===== config.mk =====
export PLATFORM = sky130hd
export DESIGN_NAME = wb_data_router_flat
export DESIGN_NICKNAME = d
export VERILOG_FILES = /design/src/rtl/wb_data_router_if.sv /design/src/rtl/wb_data_router.sv /design/src/flat_wrapper.sv
export SDC_FILE = /design/constraint.sdc
export NUM_CORES = 1
export LEC_CHECK = 0
export ABC_CLOCK_PERIOD_IN_PS = 3200
export CAP_MARGIN = 5
export CORE_AREA = 5 5 109 111
export DETAILED_ROUTE_END_ITERATION = 16
export DIE_AREA = 0 0 114 116
export HOLD_SLACK_MARGIN = 0.08
export SLEW_MARGIN = 5
export SYNTH_ARGS = -nofsm -noshare
export SYNTH_HDL_FRONTEND = slang
export SYNTH_SLANG_ARGS = --single-unit

===== constraint.sdc =====
create_clock -name clk_i -period 3.2 [get_ports clk_i]
set_input_delay 0.64 -clock clk_i [delete_from_list [all_inputs] [get_ports clk_i]]
set_output_delay 0.64 -clock clk_i [all_outputs]
set_load 0.03 [all_outputs]

===== src/rtl/wb_data_router_if.sv =====
// Bus bundle for wb_data_router: the CPU-side pipelined Wishbone master and the fanned-out slave ports.
// The master modport is the environment's view, and the slave modport is the router's view.
interface wb_data_router_if #(
  parameter int unsigned NUM_SLAVES = 3,
  parameter int unsigned AW         = 32,
  parameter int unsigned DW         = 32
);
  logic                     m_cyc_i;
  logic                     m_stb_i;
  logic                     m_we_i;
  logic [AW-1:0]            m_adr_i;
  logic [DW/8-1:0]          m_sel_i;
  logic [DW-1:0]            m_dat_i;
  logic [DW-1:0]            m_dat_o;
  logic                     m_ack_o;
  logic                     m_err_o;
  logic                     m_stall_o;
  logic [NUM_SLAVES-1:0]    s_cyc_o;
  logic [NUM_SLAVES-1:0]    s_stb_o;
  logic                     s_we_o;
  logic [AW-1:0]            s_adr_o;
  logic [DW/8-1:0]          s_sel_o;
  logic [DW-1:0]            s_dat_o;
  logic [NUM_SLAVES*DW-1:0] s_dat_i;
  logic [NUM_SLAVES-1:0]    s_ack_i;
  logic [NUM_SLAVES-1:0]    s_err_i;
  logic [NUM_SLAVES-1:0]    s_stall_i;

  modport master (
    output m_cyc_i, m_stb_i, m_we_i, m_adr_i, m_sel_i, m_dat_i,
    output s_dat_i, s_ack_i, s_err_i, s_stall_i,
    input  m_dat_o, m_ack_o, m_err_o, m_stall_o,
    input  s_cyc_o, s_stb_o, s_we_o, s_adr_o, s_sel_o, s_dat_o
  );

  modport slave (
    input  m_cyc_i, m_stb_i, m_we_i, m_adr_i, m_sel_i, m_dat_i,
    input  s_dat_i, s_ack_i, s_err_i, s_stall_i,
    output m_dat_o, m_ack_o, m_err_o, m_stall_o,
    output s_cyc_o, s_stb_o, s_we_o, s_adr_o, s_sel_o, s_dat_o
  );
endinterface


===== src/rtl/wb_data_router.sv =====
// Data-side Wishbone router: one pipelined master to NUM_SLAVES slaves plus an internal error slot.
// The optional response watchdog is enabled by defining WB_DATA_ROUTER_TIMEOUT_EN.
module wb_data_router #(
  parameter int unsigned                        NUM_SLAVES      = 3,
  parameter int unsigned                        AW              = 32,
  parameter int unsigned                        DW              = 32,
  parameter int unsigned                        MAX_OUTSTANDING = 4,
  parameter logic [NUM_SLAVES-1:0][AW-1:0]      START_ADDRESS   = '0,
  parameter logic [NUM_SLAVES-1:0][AW-1:0]      MASK            = '0,
  parameter int unsigned                        TIMEOUT_CYCLES  = 1024
) (
  input logic             clk_i,
  input logic             rst_i,
  wb_data_router_if.slave bus
);
  localparam int unsigned   TW      = $clog2(NUM_SLAVES + 1);
  localparam int unsigned   CW      = $clog2(MAX_OUTSTANDING + 1);
  localparam logic [TW-1:0] ErrSlot = TW'(NUM_SLAVES);
  localparam logic [CW-1:0] CntMax  = CW'(MAX_OUTSTANDING);

  logic [CW-1:0] r_cnt, w_cnt_d;
  logic [CW-1:0] r_err_pend, w_err_pend_d;
  logic [TW-1:0] r_cur_tgt, w_cur_tgt_d;

  logic [TW-1:0] w_dec_tgt;
  logic          w_tgt_stall, w_cur_ack, w_cur_err;
  logic [DW-1:0] w_cur_dat;
  logic          w_busy, w_block, w_stall, w_accept;
  logic          w_slv_resp, w_err_resp, w_resp, w_timeout;

  // Descending scan so the lowest matching index wins.
  always_comb begin
    w_dec_tgt = ErrSlot;
    for (int i = NUM_SLAVES - 1; i >= 0; i--) begin
      if ((bus.m_adr_i & MASK[i]) == START_ADDRESS[i]) w_dec_tgt = TW'(i);
    end
  end

  always_comb begin
    w_tgt_stall = 1'b0;
    w_cur_ack   = 1'b0;
    w_cur_err   = 1'b0;
    w_cur_dat   = '0;
    for (int k = 0; k < NUM_SLAVES; k++) begin
      if (w_dec_tgt == TW'(k)) w_tgt_stall = bus.s_stall_i[k];
      if (r_cur_tgt == TW'(k)) begin
        w_cur_ack = bus.s_ack_i[k];
        w_cur_err = bus.s_err_i[k];
        w_cur_dat = bus.s_dat_i[k*DW +: DW];
      end
    end
  end

  assign w_busy     = (r_cnt != '0);
  assign w_block    = (r_cnt == CntMax) | (w_busy & (w_dec_tgt != r_cur_tgt));
  assign w_stall    = bus.m_stb_i & (w_block | w_tgt_stall);
  assign w_accept   = bus.m_cyc_i & bus.m_stb_i & ~w_stall;
  assign w_slv_resp = bus.m_cyc_i & w_busy & (r_cur_tgt != ErrSlot) & (w_cur_ack | w_cur_err);
  assign w_err_resp = bus.m_cyc_i & (r_err_pend != '0);
  assign w_resp     = w_slv_resp | w_err_resp;

`ifdef WB_DATA_ROUTER_TIMEOUT_EN
  localparam int unsigned WW = $clog2(TIMEOUT_CYCLES + 1);
  logic [WW-1:0] r_wdog;

  assign w_timeout = bus.m_cyc_i & w_busy & ~w_resp & ~w_accept &
                     (r_wdog == WW'(TIMEOUT_CYCLES - 1));

  always_ff @(posedge clk_i or posedge rst_i) begin
    if (rst_i) begin
      r_wdog <= '0;
    end else if (!bus.m_cyc_i || !w_busy || w_resp || w_accept || w_timeout) begin
      r_wdog <= '0;
    end else begin
      r_wdog <= r_wdog + 1'b1;
    end
  end
`else
  // Watchdog compiled out; the router waits on the slave indefinitely.
  assign w_timeout = 1'b0 && (TIMEOUT_CYCLES != 0);
`endif

  always_comb begin
    w_cnt_d      = r_cnt;
    w_err_pend_d = r_err_pend;
    w_cur_tgt_d  = r_cur_tgt;
    if (!bus.m_cyc_i || w_timeout) begin
      w_cnt_d      = '0;
      w_err_pend_d = '0;
    end else begin
      w_cnt_d      = r_cnt + CW'(w_accept) - CW'(w_resp);
      w_err_pend_d = r_err_pend + CW'(w_accept && (w_dec_tgt == ErrSlot)) - CW'(w_err_resp);
    end
    if (w_accept) w_cur_tgt_d = w_dec_tgt;
  end

  always_ff @(posedge clk_i or posedge rst_i) begin
    if (rst_i) begin
      r_cnt      <= '0;
      r_err_pend <= '0;
      r_cur_tgt  <= '0;
    end else begin
      r_cnt      <= w_cnt_d;
      r_err_pend <= w_err_pend_d;
      r_cur_tgt  <= w_cur_tgt_d;
    end
  end

  always_comb begin
    bus.m_stall_o = 1'b0;
    bus.m_ack_o   = 1'b0;
    bus.m_err_o   = 1'b0;
    bus.m_dat_o   = '0;
    bus.s_cyc_o   = '0;
    bus.s_stb_o   = '0;
    bus.s_we_o    = 1'b0;
    bus.s_adr_o   = '0;
    bus.s_sel_o   = '0;
    bus.s_dat_o   = '0;
    if (!rst_i) begin
      bus.m_stall_o = w_stall;
      bus.m_ack_o   = w_slv_resp & w_cur_ack;
      bus.m_err_o   = (w_slv_resp & w_cur_err) | w_err_resp | w_timeout;
      bus.m_dat_o   = (w_slv_resp & w_cur_ack) ? w_cur_dat : '0;
      for (int k = 0; k < NUM_SLAVES; k++) begin
        bus.s_stb_o[k] = bus.m_cyc_i & bus.m_stb_i & ~w_block & (w_dec_tgt == TW'(k));
        bus.s_cyc_o[k] = bus.m_cyc_i & ~(w_timeout & (r_cur_tgt == TW'(k))) &
                         ((w_busy & (r_cur_tgt == TW'(k))) |
                          (bus.m_stb_i & (w_dec_tgt == TW'(k)) & ~w_block));
      end
      bus.s_we_o  = bus.m_we_i;
      bus.s_adr_o = bus.m_adr_i;
      bus.s_sel_o = bus.m_sel_i;
      bus.s_dat_o = bus.m_dat_i;
    end
  end
endmodule


===== src/flat_wrapper.sv =====
// flat-port wrapper written by rule: the top's interface ports become plain ports
module wb_data_router_flat 
#(
  parameter int unsigned                        NUM_SLAVES      = 3,
  parameter int unsigned                        AW              = 32,
  parameter int unsigned                        DW              = 32,
  parameter int unsigned                        MAX_OUTSTANDING = 4,
  parameter logic [NUM_SLAVES-1:0][AW-1:0]      START_ADDRESS   = '0,
  parameter logic [NUM_SLAVES-1:0][AW-1:0]      MASK            = '0,
  parameter int unsigned                        TIMEOUT_CYCLES  = 1024
)
  (clk_i, rst_i, bus_m_cyc_i, bus_m_stb_i, bus_m_we_i, bus_m_adr_i, bus_m_sel_i, bus_m_dat_i, bus_s_dat_i, bus_s_ack_i, bus_s_err_i, bus_s_stall_i, bus_m_dat_o, bus_m_ack_o, bus_m_err_o, bus_m_stall_o, bus_s_cyc_o, bus_s_stb_o, bus_s_we_o, bus_s_adr_o, bus_s_sel_o, bus_s_dat_o);
  wb_data_router_if #(.NUM_SLAVES(NUM_SLAVES), .AW(AW), .DW(DW)) bus_i ();
  input logic clk_i;
  input logic rst_i;
  input wire logic [$bits(bus_i.m_cyc_i)-1:0] bus_m_cyc_i;
  input wire logic [$bits(bus_i.m_stb_i)-1:0] bus_m_stb_i;
  input wire logic [$bits(bus_i.m_we_i)-1:0] bus_m_we_i;
  input wire logic [$bits(bus_i.m_adr_i)-1:0] bus_m_adr_i;
  input wire logic [$bits(bus_i.m_sel_i)-1:0] bus_m_sel_i;
  input wire logic [$bits(bus_i.m_dat_i)-1:0] bus_m_dat_i;
  input wire logic [$bits(bus_i.s_dat_i)-1:0] bus_s_dat_i;
  input wire logic [$bits(bus_i.s_ack_i)-1:0] bus_s_ack_i;
  input wire logic [$bits(bus_i.s_err_i)-1:0] bus_s_err_i;
  input wire logic [$bits(bus_i.s_stall_i)-1:0] bus_s_stall_i;
  output wire logic [$bits(bus_i.m_dat_o)-1:0] bus_m_dat_o;
  output wire logic [$bits(bus_i.m_ack_o)-1:0] bus_m_ack_o;
  output wire logic [$bits(bus_i.m_err_o)-1:0] bus_m_err_o;
  output wire logic [$bits(bus_i.m_stall_o)-1:0] bus_m_stall_o;
  output wire logic [$bits(bus_i.s_cyc_o)-1:0] bus_s_cyc_o;
  output wire logic [$bits(bus_i.s_stb_o)-1:0] bus_s_stb_o;
  output wire logic [$bits(bus_i.s_we_o)-1:0] bus_s_we_o;
  output wire logic [$bits(bus_i.s_adr_o)-1:0] bus_s_adr_o;
  output wire logic [$bits(bus_i.s_sel_o)-1:0] bus_s_sel_o;
  output wire logic [$bits(bus_i.s_dat_o)-1:0] bus_s_dat_o;
  assign bus_i.m_cyc_i = bus_m_cyc_i;
  assign bus_i.m_stb_i = bus_m_stb_i;
  assign bus_i.m_we_i = bus_m_we_i;
  assign bus_i.m_adr_i = bus_m_adr_i;
  assign bus_i.m_sel_i = bus_m_sel_i;
  assign bus_i.m_dat_i = bus_m_dat_i;
  assign bus_i.s_dat_i = bus_s_dat_i;
  assign bus_i.s_ack_i = bus_s_ack_i;
  assign bus_i.s_err_i = bus_s_err_i;
  assign bus_i.s_stall_i = bus_s_stall_i;
  assign bus_m_dat_o = bus_i.m_dat_o;
  assign bus_m_ack_o = bus_i.m_ack_o;
  assign bus_m_err_o = bus_i.m_err_o;
  assign bus_m_stall_o = bus_i.m_stall_o;
  assign bus_s_cyc_o = bus_i.s_cyc_o;
  assign bus_s_stb_o = bus_i.s_stb_o;
  assign bus_s_we_o = bus_i.s_we_o;
  assign bus_s_adr_o = bus_i.s_adr_o;
  assign bus_s_sel_o = bus_i.s_sel_o;
  assign bus_s_dat_o = bus_i.s_dat_o;
  wb_data_router #(.NUM_SLAVES(NUM_SLAVES), .AW(AW), .DW(DW), .MAX_OUTSTANDING(MAX_OUTSTANDING), .START_ADDRESS(START_ADDRESS), .MASK(MASK), .TIMEOUT_CYCLES(TIMEOUT_CYCLES)) u_core (.clk_i(clk_i), .rst_i(rst_i), .bus(bus_i));
endmodule

After elaboration in Yosys (flattened, before gate mapping)
Index checks and enable logic that the tools add are counted.
Widths: inputs -> output; s select.
{"block": "word_totals", "word_cells": 39, "regBits": 6, "out_inout_bits": 110, "latchBits": 0, "mem_count": 0, "ramBits": 0, "romBits": 0, "in_bits": 178}
{"block": "classes", "reduce_logical": 2, "mux": 13, "n_div": 0, "eq_ne": 1, "order_cmp": 0, "add_sub_neg": 3, "n_mul": 0, "n_bitwise": 18, "shifts": 0}
{"cell": "$mux 32", "count": 4}
{"cell": "$and 1x1->1", "count": 11}
{"cell": "$mux 1", "count": 6}
{"cell": "$mux 3", "count": 2}
{"cell": "$reduce_bool 3->1", "count": 2}
{"cell": "$sub 3x1->3", "count": 2}
{"cell": "$or 1x1->1", "count": 5}
{"cell": "$mux 4", "count": 1}
{"cell": "$add 3x1->3", "count": 1}
{"cell": "$eq 3x3->1 const B", "count": 1}
{"cell": "$not 1->1", "count": 2}

Depth between registers and ports, before layout
Gate-level depths: netlist of run 1.
{"block": "depth", "ltp_word": 8, "mapped_depth": 10, "mapped_depth_nobuf": 9}

Worst setup path before layout of run 1
Ideal clock, no wire load.
{"block": "synth_timing", "kind": "input port to output port", "from": "input rst_i", "to": "output bus_m_dat_o[10]", "arrival_time_ns": 1.785, "n_path_buf": 1, "path_slack_ns": 0.775, "path_stages": 3, "required_ns": 2.560, "path_cell_list": "nand3b_1 buf_2 nor3b_1"}
{"block": "synth_between", "elab_chain_len": 1}
{"item": "from (decl)", "line": "flat_wrapper.sv:15", "rtl": "input logic rst_i;"}
{"item": "$mux 32", "line": "wb_data_router.sv:120", "rtl": "if (!rst_i) begin"}
{"item": "to (decl)", "line": "flat_wrapper.sv:26", "rtl": "output wire logic [$bits(bus_i.m_dat_o)-1:0] bus_m_dat_o;"}
No other way between the ends.

Worst setup path after layout of run 1
{"block": "layout_timing", "from": "input bus_m_cyc_i", "to": "output bus_s_stb_o[0]"}
{"block": "layout_between", "elab_chain_len": 3}
{"item": "from (decl)", "line": "flat_wrapper.sv:16", "rtl": "input wire logic [$bits(bus_i.m_cyc_i)-1:0] bus_m_cyc_i;"}
{"item": "$and 1x1->1", "line": "wb_data_router.sv:126", "rtl": "bus.s_stb_o[k] = bus.m_cyc_i & bus.m_stb_i & ~w_block & (w_dec_tgt == TW'(k));"}
{"item": "$and 1x1->1"}
{"item": "$mux 1", "line": "wb_data_router.sv:120"}
{"item": "to (decl)", "line": "flat_wrapper.sv:31", "rtl": "output wire logic [$bits(bus_i.s_stb_o)-1:0] bus_s_stb_o;"}
No other way between the ends.

==> results of run 1 <==
[worst max-delay path, delay by kind of cell]
family / cells / cell delay (ps)
buffers and inverters: 2 / 1310
and+or+nand+nor: 2 / 350
[kinds of logic after synthesis]
family	Yosys count	share of synthesized area [%]
DFF	6	12.6
buffers and inverters	27	10.5
other	1	0.316
xor gates and xnor gates	2	2.63
AOI/OAI and AO/OA	5	2.95
and+or+nand+nor	117	65.0
adders and majority gates	5	5.90
[layout by cell type, fill, tap and decap left out, drive strengths merged]
master	instances
clkdlybuf4s50	179
nor2b	69
buf	38
nor3b	33
inv	9
nor2	7
dfrtp	6
ha	4
conb	4
clkbuf	3
nand3b	2
o22ai	2
nor3	2
o21ai	1
and2	1
nand2b	1
or3b	1
a21oi	1
a211oi	1
xnor2	1
and4	1
xnor3	1
fa	1
[report_power, final]
| group | leakage [nW] | internal, mW | switching, mW | total [mW] |
|---|---|---|---|---|
| combinational | 1.20 | 0.352 | 0.397 | 0.749 |
| clock | 0.0216 | 0.0807 | 0.0311 | 0.112 |
| sequential | 0.0802 | 0.0993 | 0.0237 | 0.123 |
| total | 1.31 | 0.532 | 0.452 | 0.984 |
[state kept, by name, indices dropped and copies added, names as in the netlist]
| register | cells |
|---|---|
| u_core.r_cnt | 3 |
| u_core.r_err_pend | 3 |
[per-stage QoR]
step / total power, mW / instances
final: 0.984 / 508
after global placement: 0.869 / 505
after CTS: 1.00 / 508
after global routing: 1.06 / 508
after floorplan: 0.554 / 166
after detailed placement: 0.887 / 505
[worst min-delay path by stage]
stage,end,depth (start not counted)
2_1_floorplan,u_core.r_err_pend[2],2
3_3_place_gp,u_core.r_err_pend[2],2
3_5_place_dp,u_core.r_err_pend[2],2
4_1_cts,u_core.r_err_pend[1],2
5_1_grt,u_core.r_err_pend[0],2
6_report,u_core.r_cnt[2],2
[cells in the mapped netlist (all sizes together)]
cell,n
a21oi,1
o21ai,1
clkbuf,7
nor2,7
xnor2,1
o22ai,2
nor3b,33
conb,1
inv,9
xnor3,1
nand2b,1
ha,4
nand3b,2
nor2b,69
fa,1
buf,11
or3b,1
dfrtp,6
a211oi,1
nor3,2
and4,1
and2,1
[metal layers]
metal / share of wire [%] / routed length, µm / GRT usage, % / vias up
li1: - / - / - / 922
met1: 36 / 2880 / 11.6 / 824
met2: 46 / 3680 / 20.2 / 148
met3: 17 / 1350 / 6.06 / 2
met4: 0.26 / 21 / 0.950 / 0
met5: 0 / 0 / 0 / -
[final cells by class]
cell class	count	area, µm²
clock buffers	3	41.3
fillers	1107	7300
inverters	9	33.8
multi-input cells	133	923
flip-flops and latches	6	150
well taps	140	175
repair buffers	217	2070
==> results.json, run 1 <==
{
  "status": "finished, final reports clean",
  "grt_max_degree": 37,
  "clock_latency_ps": 220,
  "cts_max_path_buffers": 2,
  "core.rowCount": 38,
  "cp_slowest_cell": "clkdlybuf4s50_1",
  "dp_slack_ps": 215,
  "post_drt_via_cell_ratio": 3.73,
  "ys_warn_count": 0,
  "p_leak_nw": 1.31,
  "worst_slack_ps": 248,
  "ios": 288,
  "worstPathRequired_ps": 2560,
  "drtAntennaViolNets": 0,
  "powerDensity_nw_per_um2": 290,
  "numClockSinks": 6,
  "syn_area_um2": 1190,
  "syn_area_per_cell_um2": 7.28,
  "dpl_cell_area_um2": 3360,
  "drt-wirelength-per-cell_um": 15.6,
  "maxSlewViolCount": 0,
  "antenna_found_initial": 0,
  "startpoint_type": "input pin",
  "drt-pass1-iter-count": 4,
  "n_antenna_cell": 0,
  "fmax_mhz": 339,
  "cp-startpoint": "bus_m_cyc_i",
  "path_common_cell": "clkdlybuf4s50_1",
  "synth_top_cell_by_area": "nor2b_1",
  "clock_skew_ps": 0.122,
  "critPathMaxFanout": 7,
  "cts_hold_buf": 0,
  "crit_end": "bus_s_stb_o[0]",
  "cpPeakStageDelay_ps": 740,
  "cts-resized-gates": 0,
  "initial_utilization_pct": 11.1,
  "cp.arrival_ps": 2310,
  "routed_wl_um": 7940,
  "crit_path_cell_trace": "clkdlybuf4s50_1 > nand2b_1 > nor3b_1 > clkdlybuf4s50_1",
  "grt_pass1_vias": 2099,
  "whs_ps": 395,
  "rsz0062_at_grt": "no",
  "postCtsSetupRepairBufs": 0,
  "ys_seq_area_share_pct": 12.6,
  "place.gp.congestion": 0.778,
  "design.die.area_um2": 13200,
  "fin_setup_tns_ps": 0,
  "htreeDepth": 1,
  "dp_hpwl_um": 7190,
  "synth_top_area_share_pct": 36.4,
  "period_minus_slack_ps": 2950,
  "tritoncts": "done",
  "die_x_um": 114,
  "final_area_um2": 3400,
  "port_buffers": 213,
  "ys_ff_latch": 6,
  "dr.first_iter.drc_count": 17,
  "nNetsFinal": 553,
  "ir_drop_v": 0.000111,
  "hold_class": "in -> async",
  "end_kind": "output port",
  "numCtsBuffers": 3,
  "finalSetupViolCount": 0,
  "die_y_um": 116,
  "synth_cells": 163,
  "grtUsageTotal_pct": 11.0,
  "vias": 1896,
  "grt_overflow": 0,
  "clkTransAtPathRegs_ps": 40,
  "drive_above_1_share_pct": 11.7,
  "worstSetupPathType": "in -> out",
  "r2r_cells": 9,
  "syn_to_final_growth_pct": 186,
  "final_util_pct": 31.8,
  "drcViolationCount": 0,
  "fp.coreArea_um2": 10700,
  "cts-root-buf": "clkbuf_8",
  "fin_crit_sh_pct": 92.2,
  "finalHoldViolations": 0,
  "ys_types": 24,
  "rrSetupSlack_ps": 1010,
  "grt_pass1_wl_um": 11500,
  "reg2reg_to": "u_core.r_cnt[2]",
  "ys_top_cells_by_area": "nor2b_1 36%, nor3b_1 21%, dfrtp_1 13%",
  "cap_violations": 0,
  "r2r_start": "u_core.r_err_pend[2]"
}
Power figures use the tool's default switching activity.
==> run 2: changes to the inputs <==
Settings changed: ABC_AREA set to 1, CORE_AREA 5 5 109 111 to 5 5 108 110, DIE_AREA 0 0 114 116 to 0 0 113 115.
==> results.json, run 2 <==
{
  "grt_max_degree": 62,
  "internal_power_mw": 0.536,
  "rsz0062_at_grt": "no",
  "place.gp.congestion": 0.830,
  "ys_seq_area_share_pct": 11.0,
  "finalHoldViolations": 0,
  "core.rowCount": 38,
  "drtAntennaViolNets": 0,
  "post_drt_via_cell_ratio": 3.51,
  "fp.coreArea_um2": 10600,
  "p_leak_nw": 1.91,
  "ios": 288,
  "htreeDepth": 1,
  "synthMostInstantiatedCell": "inv_1",
  "critPathMaxFanout": 9,
  "synth_top_area_share_pct": 31.2,
  "numClockSinks": 6,
  "end_kind": "output port",
  "clock_latency_ps": 230,
  "cts-root-buf": "clkbuf_8",
  "routed_wl_um": 6740,
  "wl_met3_um": 1190,
  "yosys-top-cells-count": "113 x inv_1, 82 x nor2_1, 29 x nor2_2, 11 x nand2_1, 7 x clkbuf_1",
  "syn_area_per_cell_um2": 4.97,
  "synth_cells": 274,
  "grtUsageTotal_pct": 9.25,
  "ys_types": 20,
  "swShare_pct": 45.6,
  "worstPathRequired_ps": 2560,
  "clkTransAtPathRegs_ps": 40,
  "hold_class": "in -> async",
  "fillers": 1139,
  "seqPwrFrac_pct": 12.8,
  "synth_edf_count": 0,
  "cap_violations": 0,
  "wl_met1_um": 2330,
  "postCtsSetupRepairBufs": 0,
  "nNetsFinal": 664,
  "grt_overflow": 0,
  "numCtsBuffers": 3,
  "seq_area_um2": 150,
  "cts_max_path_buffers": 2,
  "period_minus_slack_ps": 2980,
  "drive_above_1_share_pct": 14.8,
  "drt-wirelength-per-cell_um": 10.9,
  "die_y_um": 115,
  "worstSetupPathType": "in -> out",
  "dr.max_layer_used": "met4",
  "pwr-share-clk_pct": 11.6,
  "grt_pass1_vias": 2162,
  "reg_top3": "u_core.r_cnt: 3 flops, u_core.r_err_pend: 3 flops",
  "port_buffers": 213,
  "syn_to_final_growth_pct": 163,
  "drt-pass1-iter-count": 4,
  "whs_ps": 465,
  "tritoncts": "done",
  "fin_crit_sh_pct": 93.3,
  "vias": 2174,
  "die_x_um": 113,
  "cts_hold_buf": 0,
  "startpoint_type": "input pin",
  "cp.arrival_ps": 2340,
  "wl_met2_um": 3160,
  "combPwrFrac_pct": 75.6,
  "status": "finished, final reports clean",
  "clock_skew_ps": 4.75,
  "design.die.area_um2": 13000,
  "final_common_cell": "clkdlybuf4s50_1",
  "cts-resized-gates": 0,
  "maxSlewViolCount": 0,
  "grt_pass1_wl_um": 9940,
  "ys_async_sr_fraction_pct": 100,
  "fin_setup_tns_ps": 0,
  "dp_hpwl_um": 6100,
  "drcViolationCount": 0,
  "n_antenna_cell": 0,
  "dr.first_iter.drc_count": 41,
  "dpl_cell_area_um2": 3540,
  "final_util_pct": 33.8,
  "synth_top_flop_cell": "dfrtp_1",
  "synth_top_cell_by_area": "inv_1",
  "final_area_um2": 3580,
  "finalSetupViolCount": 0,
  "initial_utilization_pct": 12.8,
  "ys_ff_latch": 6,
  "powerDensity_nw_per_um2": 275,
  "ys_top_cells_by_area": "inv_1 31%, nor2_1 23%, nor2_2 13%",
  "power_switching_mw": 0.450,
  "syn_area_um2": 1360,
  "antenna_found_initial": 0,
  "fmax_mhz": 335,
  "mostFrequentLayoutCells": "179 x clkdlybuf4s50_1, 113 x inv_1, 82 x nor2_1",
  "multi_input_area_um2": 688,
  "ir_drop_v": 0.000114,
  "ys_warn_count": 0
}
[run 2: cell families (layout without fill, tap and decap cells)]
| group | after synthesis | after routing | share of synthesized area (%) |
|---|---|---|---|
| AOI/OAI and AO/OA | 4 | 4 | 1.47 |
| xor gates and xnor gates | 1 | 1 | 0.643 |
| adders and majority gates | 5 | 5 | 5.15 |
| buffers and inverters | 130 | 332 | 39.2 |
| DFF | 6 | 6 | 11.0 |
| other | 1 | 4 | 0.275 |
| and+or+nand+nor | 127 | 127 | 42.2 |
[run 2: metrics by stage]
step                setup WS (ps)  power [mW]  std cells
finish                        216       0.985        619
global route                 93.1        1.06        619
CTS                           199        1.00        619
detailed placement            204       0.885        616
global placement              183       0.867        616
floorplan                    1020       0.556        277
[run 2: layout make-up]
type / instances / area share, %
clock buffer: 3 / 1.15
tap: 140 / 4.89
inverter: 114 / 12.0
timing repair buffer: 215 / 58.6
multi-input combinational: 141 / 19.2
sequential: 6 / 4.19
[run 2: worst paths after layout]
path	cells after the start	end	slack [ps]	start
max	4	bus_m_err_o	220	bus_m_cyc_i
min	2	u_core.r_cnt[0]	470	rst_i
max reg2reg	12	u_core.r_cnt[2]	1050	u_core.r_cnt[1]
min reg2reg	2	u_core.r_err_pend[2]	550	u_core.r_err_pend[2]
max in group asynchronous	2	u_core.r_err_pend[1]	2560	rst_i
min in group clk_i	2	u_core.r_err_pend[2]	550	u_core.r_err_pend[2]
[run 2: per-layer routing]
layer  track usage [%]  vias up
li1                  -     1113
met1              9.45      905
met2              16.6      152
met3              5.21        4
met4              1.92        0
met5                 0        -
[run 2: power by group through the flow]
| stage | combinational [mW] | clock [mW] | sequential (mW) |
|---|---|---|---|
| 2_1_floorplan | 0.433 | 0 | 0.123 |
| 3_3_place_gp | 0.741 | 0 | 0.126 |
| 3_5_place_dp | 0.758 | 0 | 0.128 |
| 4_1_cts | 0.760 | 0.118 | 0.127 |
| 5_1_grt | 0.814 | 0.118 | 0.130 |
| 6_report | 0.745 | 0.114 | 0.127 |
[run 2: critical path, cell delays in order]
cell             delay, ps
clkdlybuf4s50_1        700
nand2_1                150
a21oi_1                160
clkdlybuf4s50_1        690
==> run 3: changes to the inputs <==
Settings changed: TNS_END_PERCENT set to 5.
==> results of run 3 <==
No change in the layout: final DEF, timing and power equal those of run 2.
